===== config.mk =====
export PLATFORM = sky130hd
export DESIGN_NAME = spi_burst_ctrl_flat
export DESIGN_NICKNAME = d
export VERILOG_FILES = /design/src/rtl/spi_burst_ctrl_pkg.sv /design/src/rtl/spi_burst_ctrl_if.sv /design/src/rtl/spi_burst_ctrl_fifo.sv /design/src/rtl/spi_burst_ctrl.sv /design/src/flat_wrapper.sv
export SDC_FILE = /design/constraint.sdc
export NUM_CORES = 1
export LEC_CHECK = 0
export BUFFER_PORTS_ARGS = -buffer_cell sky130_fd_sc_hd__buf_2
export CORE_ASPECT_RATIO = 0.5
export CORE_MARGIN = 1.5
export CORE_UTILIZATION = 28
export CTS_CLUSTER_SIZE = 20
export DETAILED_ROUTE_END_ITERATION = 8
export GPL_ROUTABILITY_DRIVEN = 1
export PLACE_DENSITY = 0.46
export SLEW_MARGIN = 20
export SYNTH_ARGS = -nofsm -noshare
export SYNTH_HDL_FRONTEND = slang
export SYNTH_SLANG_ARGS = --single-unit

===== constraint.sdc =====
create_clock -name clk -period 7.5 [get_ports clk]
set_clock_uncertainty 0.1 [all_clocks]
set_input_delay 0 -clock clk [delete_from_list [all_inputs] [get_ports clk]]
set_output_delay 0 -clock clk [all_outputs]
set_load 0.02 [all_outputs]

===== src/rtl/spi_burst_ctrl_pkg.sv =====
// Shared constants for the SPI burst sequencer: FSM state encodings, byte width, clog2 helper.
package spi_pkg;

  localparam int BYTE_W = 8;

  localparam logic [2:0] ST_IDLE  = 3'd0;
  localparam logic [2:0] ST_SETUP = 3'd1;
  localparam logic [2:0] ST_START = 3'd2;
  localparam logic [2:0] ST_WAIT  = 3'd3;
  localparam logic [2:0] ST_HOLD  = 3'd4;

  function automatic int clog2(input int value);
    int r;
    r = 0;
    for (int i = 0; i < 31; i++) begin
      if ((1 << i) < value) r = i + 1;
    end
    return r;
  endfunction

endpackage


===== src/rtl/spi_burst_ctrl_if.sv =====
// Byte stream, SPI master handshake and framing signals of the burst sequencer.
// master = sequencer view, slave = surrounding logic (producer, consumer, byte-level SPI master).
interface spi_burst_ctrl_if;
  import spi_pkg::*;

  logic [BYTE_W-1:0] tx_data;
  logic              tx_last;
  logic              tx_valid;
  logic              tx_ready;
  logic [BYTE_W-1:0] rx_data;
  logic              rx_valid;
  logic              rx_ready;
  logic [BYTE_W-1:0] m_mosi_in;
  logic              m_start;
  logic [BYTE_W-1:0] m_miso_out;
  logic              m_done;
  logic              cs_n;
  logic              busy;

  modport master (
    input  tx_data, tx_last, tx_valid, rx_ready, m_miso_out, m_done,
    output tx_ready, rx_data, rx_valid, m_mosi_in, m_start, cs_n, busy
  );

  modport slave (
    output tx_data, tx_last, tx_valid, rx_ready, m_miso_out, m_done,
    input  tx_ready, rx_data, rx_valid, m_mosi_in, m_start, cs_n, busy
  );

endinterface


===== src/rtl/spi_burst_ctrl_fifo.sv =====
// Synchronous FIFO, 1-cycle first-word latency; push while full is accepted only with a same-cycle pop.
// Full/empty come from extra-MSB pointer comparison on registered pointers.
module spi_sync_fifo
  import spi_pkg::*;
#(
  parameter int WIDTH = 8,
  parameter int DEPTH = 8
) (
  input  logic             clk,
  input  logic             rst,
  input  logic             push_i,
  input  logic [WIDTH-1:0] push_dat_i,
  input  logic             pop_i,
  output logic [WIDTH-1:0] head_dat_o,
  output logic             full_o,
  output logic             empty_o
);

  localparam int AW    = clog2(DEPTH);
  localparam int PTR_W = AW + 1;

  logic [PTR_W-1:0] wr_ptr_q, wr_ptr_d;
  logic [PTR_W-1:0] rd_ptr_q, rd_ptr_d;
  logic [WIDTH-1:0] mem_q [DEPTH];
  logic             do_push;
  logic             do_pop;

  assign empty_o    = (wr_ptr_q == rd_ptr_q);
  assign full_o     = (wr_ptr_q[AW] != rd_ptr_q[AW]) && (wr_ptr_q[AW-1:0] == rd_ptr_q[AW-1:0]);
  assign do_pop     = pop_i && !empty_o;
  assign do_push    = push_i && (!full_o || do_pop);
  assign head_dat_o = mem_q[rd_ptr_q[AW-1:0]];

  always_comb begin
    wr_ptr_d = wr_ptr_q;
    rd_ptr_d = rd_ptr_q;
    if (do_push) wr_ptr_d = wr_ptr_q + PTR_W'(1);
    if (do_pop)  rd_ptr_d = rd_ptr_q + PTR_W'(1);
  end

  always_ff @(posedge clk or posedge rst) begin
    if (rst) begin
      wr_ptr_q <= '0;
      rd_ptr_q <= '0;
    end else begin
      wr_ptr_q <= wr_ptr_d;
      rd_ptr_q <= rd_ptr_d;
    end
  end

  always_ff @(posedge clk) begin
    if (do_push) mem_q[wr_ptr_q[AW-1:0]] <= push_dat_i;
  end

endmodule


===== src/rtl/spi_burst_ctrl.sv =====
// SPI burst sequencer: TX/RX byte FIFOs, one m_start per byte, cs_n framing per tx_last burst; starts stall while RX is full.
// Optional SPI_BURST_COUNT_EN adds a saturating byte_count of completed transfers.
module spi_burst_ctrl
  import spi_pkg::*;
#(
  parameter int DEPTH    = 8,
  parameter int CS_SETUP = 2,
  parameter int CS_HOLD  = 2
) (
  input  logic                   clk,
  input  logic                   rst,
  spi_burst_ctrl_if.master       bus
`ifdef SPI_BURST_COUNT_EN
  ,
  output logic [15:0]            byte_count
`endif
);

  localparam int CNT_MAX = (CS_SETUP > CS_HOLD) ? CS_SETUP : CS_HOLD;
  localparam int CNT_W   = clog2(CNT_MAX + 1);

  logic [2:0]        state_q, state_d;
  logic [CNT_W-1:0]  cnt_q, cnt_d;
  logic              cs_n_q, cs_n_d;
  logic              last_q, last_d;
  logic [BYTE_W-1:0] mosi_q, mosi_d;

  logic [BYTE_W:0]   tx_head;
  logic              tx_full, tx_empty, tx_push;
  logic [BYTE_W-1:0] rx_head;
  logic              rx_full, rx_empty, rx_push;
  logic              rx_space;
  logic              start_go;

  assign tx_push  = bus.tx_valid && !tx_full;
  assign rx_push  = (state_q == ST_WAIT) && bus.m_done;
  // A consumer pop in the same cycle frees a slot before the byte returns.
  assign rx_space = !rx_full || bus.rx_ready;
  assign start_go = (state_q == ST_START) && !tx_empty && rx_space;

  spi_sync_fifo #(.WIDTH(BYTE_W + 1), .DEPTH(DEPTH)) u_tx_fifo (
    .clk        (clk),
    .rst        (rst),
    .push_i     (tx_push),
    .push_dat_i ({bus.tx_last, bus.tx_data}),
    .pop_i      (start_go),
    .head_dat_o (tx_head),
    .full_o     (tx_full),
    .empty_o    (tx_empty)
  );

  spi_sync_fifo #(.WIDTH(BYTE_W), .DEPTH(DEPTH)) u_rx_fifo (
    .clk        (clk),
    .rst        (rst),
    .push_i     (rx_push),
    .push_dat_i (bus.m_miso_out),
    .pop_i      (bus.rx_ready),
    .head_dat_o (rx_head),
    .full_o     (rx_full),
    .empty_o    (rx_empty)
  );

  always_comb begin
    state_d = state_q;
    cnt_d   = cnt_q;
    cs_n_d  = cs_n_q;
    last_d  = last_q;
    mosi_d  = mosi_q;
    case (state_q)
      ST_IDLE: begin
        if (!tx_empty) begin
          cs_n_d  = 1'b0;
          cnt_d   = CNT_W'(CS_SETUP - 1);
          state_d = ST_SETUP;
        end
      end
      ST_SETUP: begin
        if (cnt_q == '0) state_d = ST_START;
        else             cnt_d   = cnt_q - CNT_W'(1);
      end
      ST_START: begin
        if (start_go) begin
          mosi_d  = tx_head[BYTE_W-1:0];
          last_d  = tx_head[BYTE_W];
          state_d = ST_WAIT;
        end
      end
      ST_WAIT: begin
        if (bus.m_done) begin
          if (last_q) begin
            cnt_d   = CNT_W'(CS_HOLD - 1);
            state_d = ST_HOLD;
          end else begin
            state_d = ST_START;
          end
        end
      end
      ST_HOLD: begin
        if (cnt_q == '0) begin
          cs_n_d  = 1'b1;
          state_d = ST_IDLE;
        end else begin
          cnt_d = cnt_q - CNT_W'(1);
        end
      end
      default: begin
        cs_n_d  = 1'b1;
        state_d = ST_IDLE;
      end
    endcase
  end

  always_ff @(posedge clk or posedge rst) begin
    if (rst) begin
      state_q <= ST_IDLE;
      cnt_q   <= '0;
      cs_n_q  <= 1'b1;
      last_q  <= 1'b0;
      mosi_q  <= '0;
    end else begin
      state_q <= state_d;
      cnt_q   <= cnt_d;
      cs_n_q  <= cs_n_d;
      last_q  <= last_d;
      mosi_q  <= mosi_d;
    end
  end

  // m_start is decoded from registered state so the byte reaches the master the cycle START qualifies.
  assign bus.m_start   = start_go;
  assign bus.m_mosi_in = start_go ? tx_head[BYTE_W-1:0] : mosi_q;
  assign bus.tx_ready  = !tx_full;
  assign bus.rx_valid  = !rx_empty;
  assign bus.rx_data   = rx_head;
  assign bus.cs_n      = cs_n_q;
  assign bus.busy      = (state_q != ST_IDLE);

`ifdef SPI_BURST_COUNT_EN
  logic [15:0] byte_count_q, byte_count_d;

  always_comb begin
    byte_count_d = byte_count_q;
    if (rx_push && (byte_count_q != 16'hFFFF)) byte_count_d = byte_count_q + 16'd1;
  end

  always_ff @(posedge clk or posedge rst) begin
    if (rst) byte_count_q <= '0;
    else     byte_count_q <= byte_count_d;
  end

  assign byte_count = byte_count_q;
`endif

endmodule


===== src/flat_wrapper.sv =====
// flat-port wrapper written by rule: the top's interface ports become plain ports
module spi_burst_ctrl_flat import spi_pkg::*;
#(
  parameter int DEPTH    = 8,
  parameter int CS_SETUP = 2,
  parameter int CS_HOLD  = 2
)
  (clk, rst, bus_tx_data, bus_tx_last, bus_tx_valid, bus_rx_ready, bus_m_miso_out, bus_m_done, bus_tx_ready, bus_rx_data, bus_rx_valid, bus_m_mosi_in, bus_m_start, bus_cs_n, bus_busy);
  spi_burst_ctrl_if bus_i ();
  input  logic clk;
  input  logic rst;
  input wire logic [$bits(bus_i.tx_data)-1:0] bus_tx_data;
  input wire logic [$bits(bus_i.tx_last)-1:0] bus_tx_last;
  input wire logic [$bits(bus_i.tx_valid)-1:0] bus_tx_valid;
  input wire logic [$bits(bus_i.rx_ready)-1:0] bus_rx_ready;
  input wire logic [$bits(bus_i.m_miso_out)-1:0] bus_m_miso_out;
  input wire logic [$bits(bus_i.m_done)-1:0] bus_m_done;
  output wire logic [$bits(bus_i.tx_ready)-1:0] bus_tx_ready;
  output wire logic [$bits(bus_i.rx_data)-1:0] bus_rx_data;
  output wire logic [$bits(bus_i.rx_valid)-1:0] bus_rx_valid;
  output wire logic [$bits(bus_i.m_mosi_in)-1:0] bus_m_mosi_in;
  output wire logic [$bits(bus_i.m_start)-1:0] bus_m_start;
  output wire logic [$bits(bus_i.cs_n)-1:0] bus_cs_n;
  output wire logic [$bits(bus_i.busy)-1:0] bus_busy;
  assign bus_i.tx_data = bus_tx_data;
  assign bus_i.tx_last = bus_tx_last;
  assign bus_i.tx_valid = bus_tx_valid;
  assign bus_i.rx_ready = bus_rx_ready;
  assign bus_i.m_miso_out = bus_m_miso_out;
  assign bus_i.m_done = bus_m_done;
  assign bus_tx_ready = bus_i.tx_ready;
  assign bus_rx_data = bus_i.rx_data;
  assign bus_rx_valid = bus_i.rx_valid;
  assign bus_m_mosi_in = bus_i.m_mosi_in;
  assign bus_m_start = bus_i.m_start;
  assign bus_cs_n = bus_i.cs_n;
  assign bus_busy = bus_i.busy;
  spi_burst_ctrl #(.DEPTH(DEPTH), .CS_SETUP(CS_SETUP), .CS_HOLD(CS_HOLD)) u_core (.clk(clk), .rst(rst), .bus(bus_i));
endmodule

; After elaboration in Yosys (flattened, before gate mapping)
; Memories as Yosys holds them, arrays and structs flattened.
; Cells that the tools add are included.
[word_totals]
word_cells = 81
mem_bits_rw = 136
output_inout_bits = 21
mem_count = 2
register_bits = 31
inputBits = 22
[mem_list]
columns = memory, depth, word_bits, read_ports, rd_clocked_by_memory_dff, wr, line
row1 = u_core.u_tx_fifo.mem_q, 8, 9, 1, 0, 1, spi_burst_ctrl_fifo.sv:24  ; logic [WIDTH-1:0] mem_q [DEPTH];
row2 = u_core.u_rx_fifo.mem_q, 8, 8, 1, 0, 1, spi_burst_ctrl_fifo.sv:24
[classes]
n_eq_ne = 17
muxes = 20
bitwise_logic = 1
reduce_logical = 27
n_addsub = 5
[op_table]
columns = operator, n
row1 = 2-to-1 mux 3 bit, 6
row2 = "adder 4 x 1 -> 4 bit, second input constant", 4
row3 = one-hot mux 3 bit (5 select lines), 1
row4 = logical AND 1 bit, 10
row5 = AND reduction 5 bit, 2
row6 = equality test 4 bit, 2
row7 = 2-to-1 mux 2 bit, 4
row8 = 2-to-1 mux 8 bit, 1
row9 = "!= test 2 bit, second input constant", 4
row10 = "equality test 3 x 2 -> 1 bit, second input constant", 2
row11 = equality test 3 bit, 2
row12 = 2-to-1 mux 1 bit, 6
row13 = "!= test 2 x 1 -> 1 bit, second input constant", 3
row14 = one-hot mux 2 bit (3 select lines), 1
row15 = nonzero test 3 bit, 2
row16 = logical NOT 1 bit, 4
row17 = "equality test 3 x 1 -> 1 bit, second input constant", 1
row18 = "equality test 3 bit, second input constant", 1
row19 = logical NOT 3 bit, 1
row20 = logical OR 1 bit, 3
row21 = one-hot mux 1 bit (3 select lines), 1
row22 = AND reduction 3 bit, 1
row23 = OR reduction 3 bit, 1
row24 = logical NOT 2 bit, 1
row25 = other kinds (5), 6

; Logic depth before layout (Yosys ltp)
[logic_depth]
word_depth = 10
mapped_depth = 7
ltp_nobuf = 7

; Hierarchy
; A second synthesis with hierarchy kept.
[hier_totals]
cells_unflattened = 391
hier_area_um2 = 7189.4
[modules_own_cells]
columns = module, cells_each, n_inst, area_each_um2
row1 = spi_sync_fifo at u_core.u_tx_fifo, 162, 1, 3295.7
row2 = spi_sync_fifo at u_core.u_rx_fifo, 152, 1, 2987.9
row3 = spi_burst_ctrl, 77, 1, 905.9

; Worst setup path before layout
; No wires, ideal clock.
[synth_path]
path_type = register to register
start = register u_core.u_tx_fifo.wr_ptr_q[0]
end = memory u_core.u_tx_fifo.mem_q[4][0] (netlist bit), enable pin
arrival_ns = 2.242
setup_slack_ns = 4.755
stages_incl_launch_ff = 6
path_cell_list = dfrtp_1 buf_2 xnor2_1 nand4_1 nand2_1 nor4b_1
[synth_lines]
columns = element, line
row1 = from (decl), spi_burst_ctrl_fifo.sv:22  ; logic [PTR_W-1:0] wr_ptr_q, wr_ptr_d;
row2 = from (signal assigned), spi_burst_ctrl_fifo.sv:46  ; wr_ptr_q <= wr_ptr_d;
row3 = equality test 3 bit *, spi_burst_ctrl_fifo.sv:29  ; assign full_o = (wr_ptr_q[AW] != rd_ptr_q[AW]) && (wr_ptr_q[AW-1:0] == rd_ptr_q[AW-1:0]);
row4 = logical AND 1 bit *, spi_burst_ctrl_fifo.sv:29
row5 = logical NOT 1 bit *, --
row6 = net bus_tx_ready, flat_wrapper.sv:18  ; output wire logic [$bits(bus_i.tx_ready)-1:0] bus_tx_ready;
row7 = logical AND 1 bit / logical OR 1 bit (equally long branches), "spi_burst_ctrl.sv:35, spi_burst_ctrl_fifo.sv:31"
row8 = logical AND 1 bit *, spi_burst_ctrl_fifo.sv:31  ; assign do_push = push_i && (!full_o || do_pop);
row9 = 2-to-1 mux 1 bit *, spi_burst_ctrl_fifo.sv:52  ; if (do_push) mem_q[wr_ptr_q[AW-1:0]] <= push_dat_i;
row10 = 2-to-1 mux 1 bit (not written as such) *, spi_burst_ctrl_fifo.sv:52
row11 = to (decl), spi_burst_ctrl_fifo.sv:24
; The timed path passes the listed nets; every way through them passes the cells marked *.

; Worst setup path after layout
[layout_path]
start = register u_core.u_rx_fifo.rd_ptr_q[1]
end = output bus_m_mosi_in[7]
[layout_via]
elab_chain_len = 6
[layout_lines]
columns = element, line
row1 = from (decl), spi_burst_ctrl_fifo.sv:23  ; logic [PTR_W-1:0] rd_ptr_q, rd_ptr_d;
row2 = from (signal assigned), spi_burst_ctrl_fifo.sv:47  ; rd_ptr_q <= rd_ptr_d;
row3 = equality test 3 bit, spi_burst_ctrl_fifo.sv:29
row4 = logical AND 1 bit, spi_burst_ctrl_fifo.sv:29
row5 = logical NOT 1 bit, spi_burst_ctrl.sv:38  ; assign rx_space = !rx_full || bus.rx_ready;
row6 = logical OR 1 bit, spi_burst_ctrl.sv:38
row7 = logical AND 1 bit, spi_burst_ctrl.sv:39  ; assign start_go = (state_q == ST_START) && !tx_empty && rx_space;
row8 = 2-to-1 mux 8 bit, --
row9 = to (decl), flat_wrapper.sv:21  ; output wire logic [$bits(bus_i.m_mosi_in)-1:0] bus_m_mosi_in;
; No other way between the ends.

==> flow_summary.toml <==
[sta]
fin_crit_sh_pct = 42.4
max_slew_margin_pct = 33.7
worst_pin_slew_ns = 0.995
fin_crit_ns = 3.18
rsz0062_at_grt = "false"
hold_viol = 0
final_max_slew_viol_count = 0
tns_ns = 0
setup_viol = 0
max_freq_mhz = 314

[cells_and_area]
num_antenna_cells = 0
final_nets = 463
instances_no_fill = 785
final_area_sq_um = 8430
syn2layout_area_growth_pct = 20.9
drive_gt1_share_pct = 37.0

[synth]
synth_cells = 360
syn_nets = 387
synth_ff_type = "edfxtp_1"
synth.distinct_cells = 43
synthArstFlopShare_pct = 18.6
synth_area_leaders = "edfxtp_1 59%, dfrtp_1 11%, mux4_2 9.4%, mux2_4 3.9%, mux2_2 3.2%"
ys_ff_latch = 167
synth.most_common_cell = "edfxtp_1"
synth_top_area_cell = "edfxtp_1"
synth_top_area_share_pct = 58.6
yosysSeqAreaShare_pct = 69.7
synth_common_cells = "136 x edfxtp_1, 30 x dfrtp_1, 29 x mux4_2, 20 x mux2_2, 18 x mux2_4"
synth_area_per_cell_sq_um = 19.4
syn_area_sq_um = 6970
synth_edf_count = 136
ys_warn_count = 0

[cts]
htree_levels = 4
cts-root-buf = "clkbuf_16"
cts.sink_count = 167
cts_setup_buffers = 0
clk_latency_ns = 0.42
cts_resized = 0
cts_tree = "built"
clk_pin_slew_ns = 0.07
clock_path_buffers = 2
numCtsBuffers = 17

[die]
die_w_microns = 226
dieArea_sq_um = 25900
io-pin-count = 43
core_area_sq_um = 24200
die_h_microns = 115
rows = 40
initial_core_util_pct = 28.8

[setup_path]
cp_cell_sequence = "xnor2_1 > nand3_2 > o311ai_4 > or2_4 > mux2_4 > buf_2"
crit_required_ns = 7.40
crit_type = "reg -> out"
cp.arrival_ns = 3.08
setup.worst_path.end_class = "primary output"
path_max_fanout = 20
cp-start-kind = "flop"
slowest_delay_ns = 0.93
cp_slowest_cell = "dfrtp_1"

[detailed_routing]
drtAntennaViolNets = 0
post_drt_wl_per_cell_microns = 17.2
drtIter0Drc = 219
drc_errors = 0
drt-total-wl_microns = 13500
via_per_inst = 4.32
num_vias = 3392
dr.pass1.iters = 4

[power]
irDropWorstVdd_uv = 165
p_leak_nw = 2.99
powerDensity_nw_per_um2 = 398

[placement]
postPlaceCellArea_sq_um = 7590
place_inst = 732
dp_hpwl_microns = 8630
gp_congestion = 0.707
port_buffers = 42

[grt]
grt_pass1_wl_microns = 21200
grt_overflow = 0
grt_max_degree = 32
track_usage_pct = 11.2
grt_pass1_vias = 3526
antenna_found_initial = 0

[hold_path]
min-delay-path-class = "in -> async"

[run_status]
outcome = "completed"

[run]
drv_cap = 0
-- path summary, 6_finish.rpt --
kind / startpoint / slack [ns] / to / cells after the start
worst max register to register: u_core.u_rx_fifo.rd_ptr_q[1] / 4.42 / u_core.u_rx_fifo.mem_q[4][1] / 5
worst max-delay path: u_core.u_rx_fifo.rd_ptr_q[1] / 4.32 / bus_m_mosi_in[7] / 6
worst min-delay path: rst / 0.11 / u_core.mosi_q[6] / 4
max in group asynchronous: rst / 6.84 / u_core.bus.cs_n / 4
worst min register to register: u_core.bus.cs_n / 0.38 / u_core.bus.cs_n / 2
min in group clk: bus_tx_data[2] / 0.30 / u_core.u_tx_fifo.mem_q[2][2] / 2
-- layer usage --
metal  wire length (microns)  GRT usage, %
met1                    6650          15.4
met2                    6350          17.3
met3                     372          2.82
met4                     158          4.00
met5                       0             0
-- kinds of logic after synthesis --
logic type               Yosys count  share of synthesized area, %
XOR/XNOR                          20                          2.73
buffers and inverters             26                          2.21
multiplexers                      72                          18.4
AO/OA/AOI/OAI                     12                          1.51
flip-flops                       167                          69.7
AND/OR/NAND/NOR                   57                          4.40
adder cells (fa/ha/maj)            6                          1.04
-- state kept, by name, summed over array words and instances (netlist names) --
| register | count |
|---|---|
| u_core.state_q | 3 |
| u_core.bus.cs_n | 1 |
| u_core.u_rx_fifo.rd_ptr_q | 4 |
| u_core.u_tx_fifo.mem_q | 72 |
| u_core.u_rx_fifo.mem_q | 64 |
| u_core.last_q | 1 |
| u_core.u_rx_fifo.wr_ptr_q | 4 |
| u_core.mosi_q | 8 |
| u_core.u_tx_fifo.wr_ptr_q | 4 |
| u_core.cnt_q | 2 |
| u_core.u_tx_fifo.rd_ptr_q | 4 |
-- timing repair --
item | 4_1_cts | 5_1_grt
endpoints found under the hold margin | 178 | 0
hold buffers | 21 | 0
endpoints found under the setup margin | 0 | 0
-- critical path, delay by kind of cell, from the launching register on --
kind                      cells  cell delay (ns)
buffers and inverters         1             0.16
muxes                         1             0.33
and+or+nand+nor               2             0.61
DFF                           1             0.93
AOI/OAI and AO/OA             1             0.36
xor gates and xnor gates      1             0.25
-- layout make-up --
class	count	area [sq um]
Tap cell	336	420
Clock buffer	17	425
Timing Repair Buffer	76	518
Inverter	7	26.3
Clock inverter	15	199
Sequential cell	167	4860
Multi-Input combinational cell	167	1980
Fill cell	2295	15800
-- report_power, final --
part           total (mW)  internal [mW]  switching, mW  leakage (nW)
Clock               0.926          0.559          0.367         0.294
Sequential           1.35           1.17          0.183          1.60
Combinational        1.08          0.567          0.514          1.09
-- cell usage in the layout (no fill, tap or decap), types with 6 or more instances in the layout --
master	synthesis	routed
edfxtp_1	136	136
buf_2	7	42
dfrtp_1	30	30
mux4_2	29	29
dlygate4sd3_1	0	21
mux2_2	20	20
mux2_4	18	18
clkbuf_16	0	17
nor2_1	15	15
buf_4	2	13
xnor2_1	12	12
nand2_1	9	9
inv_1	7	7
xor2_1	6	6
nor3_1	7	6
-- stage by stage --
| stage | utilization [%] | setup slack, ns | power, mW | hold slack (ns) |
|---|---|---|---|---|
| 3_5_place_dp | 31.3 | 4.18 | 2.47 | 0.0261 |
| 6_report | 34.8 | 4.32 | 3.36 | 0.109 |
| 3_3_place_gp | 31.3 | 4.32 | 2.46 | 0.0196 |
| 5_1_grt | 34.8 | 4.08 | 3.54 | 0.172 |
| 4_1_cts | 34.8 | 4.13 | 3.41 | 0.117 |
| 2_1_floorplan | - | 4.75 | 2.20 | -0.00113 |
(Power assumes the default switching activity.)
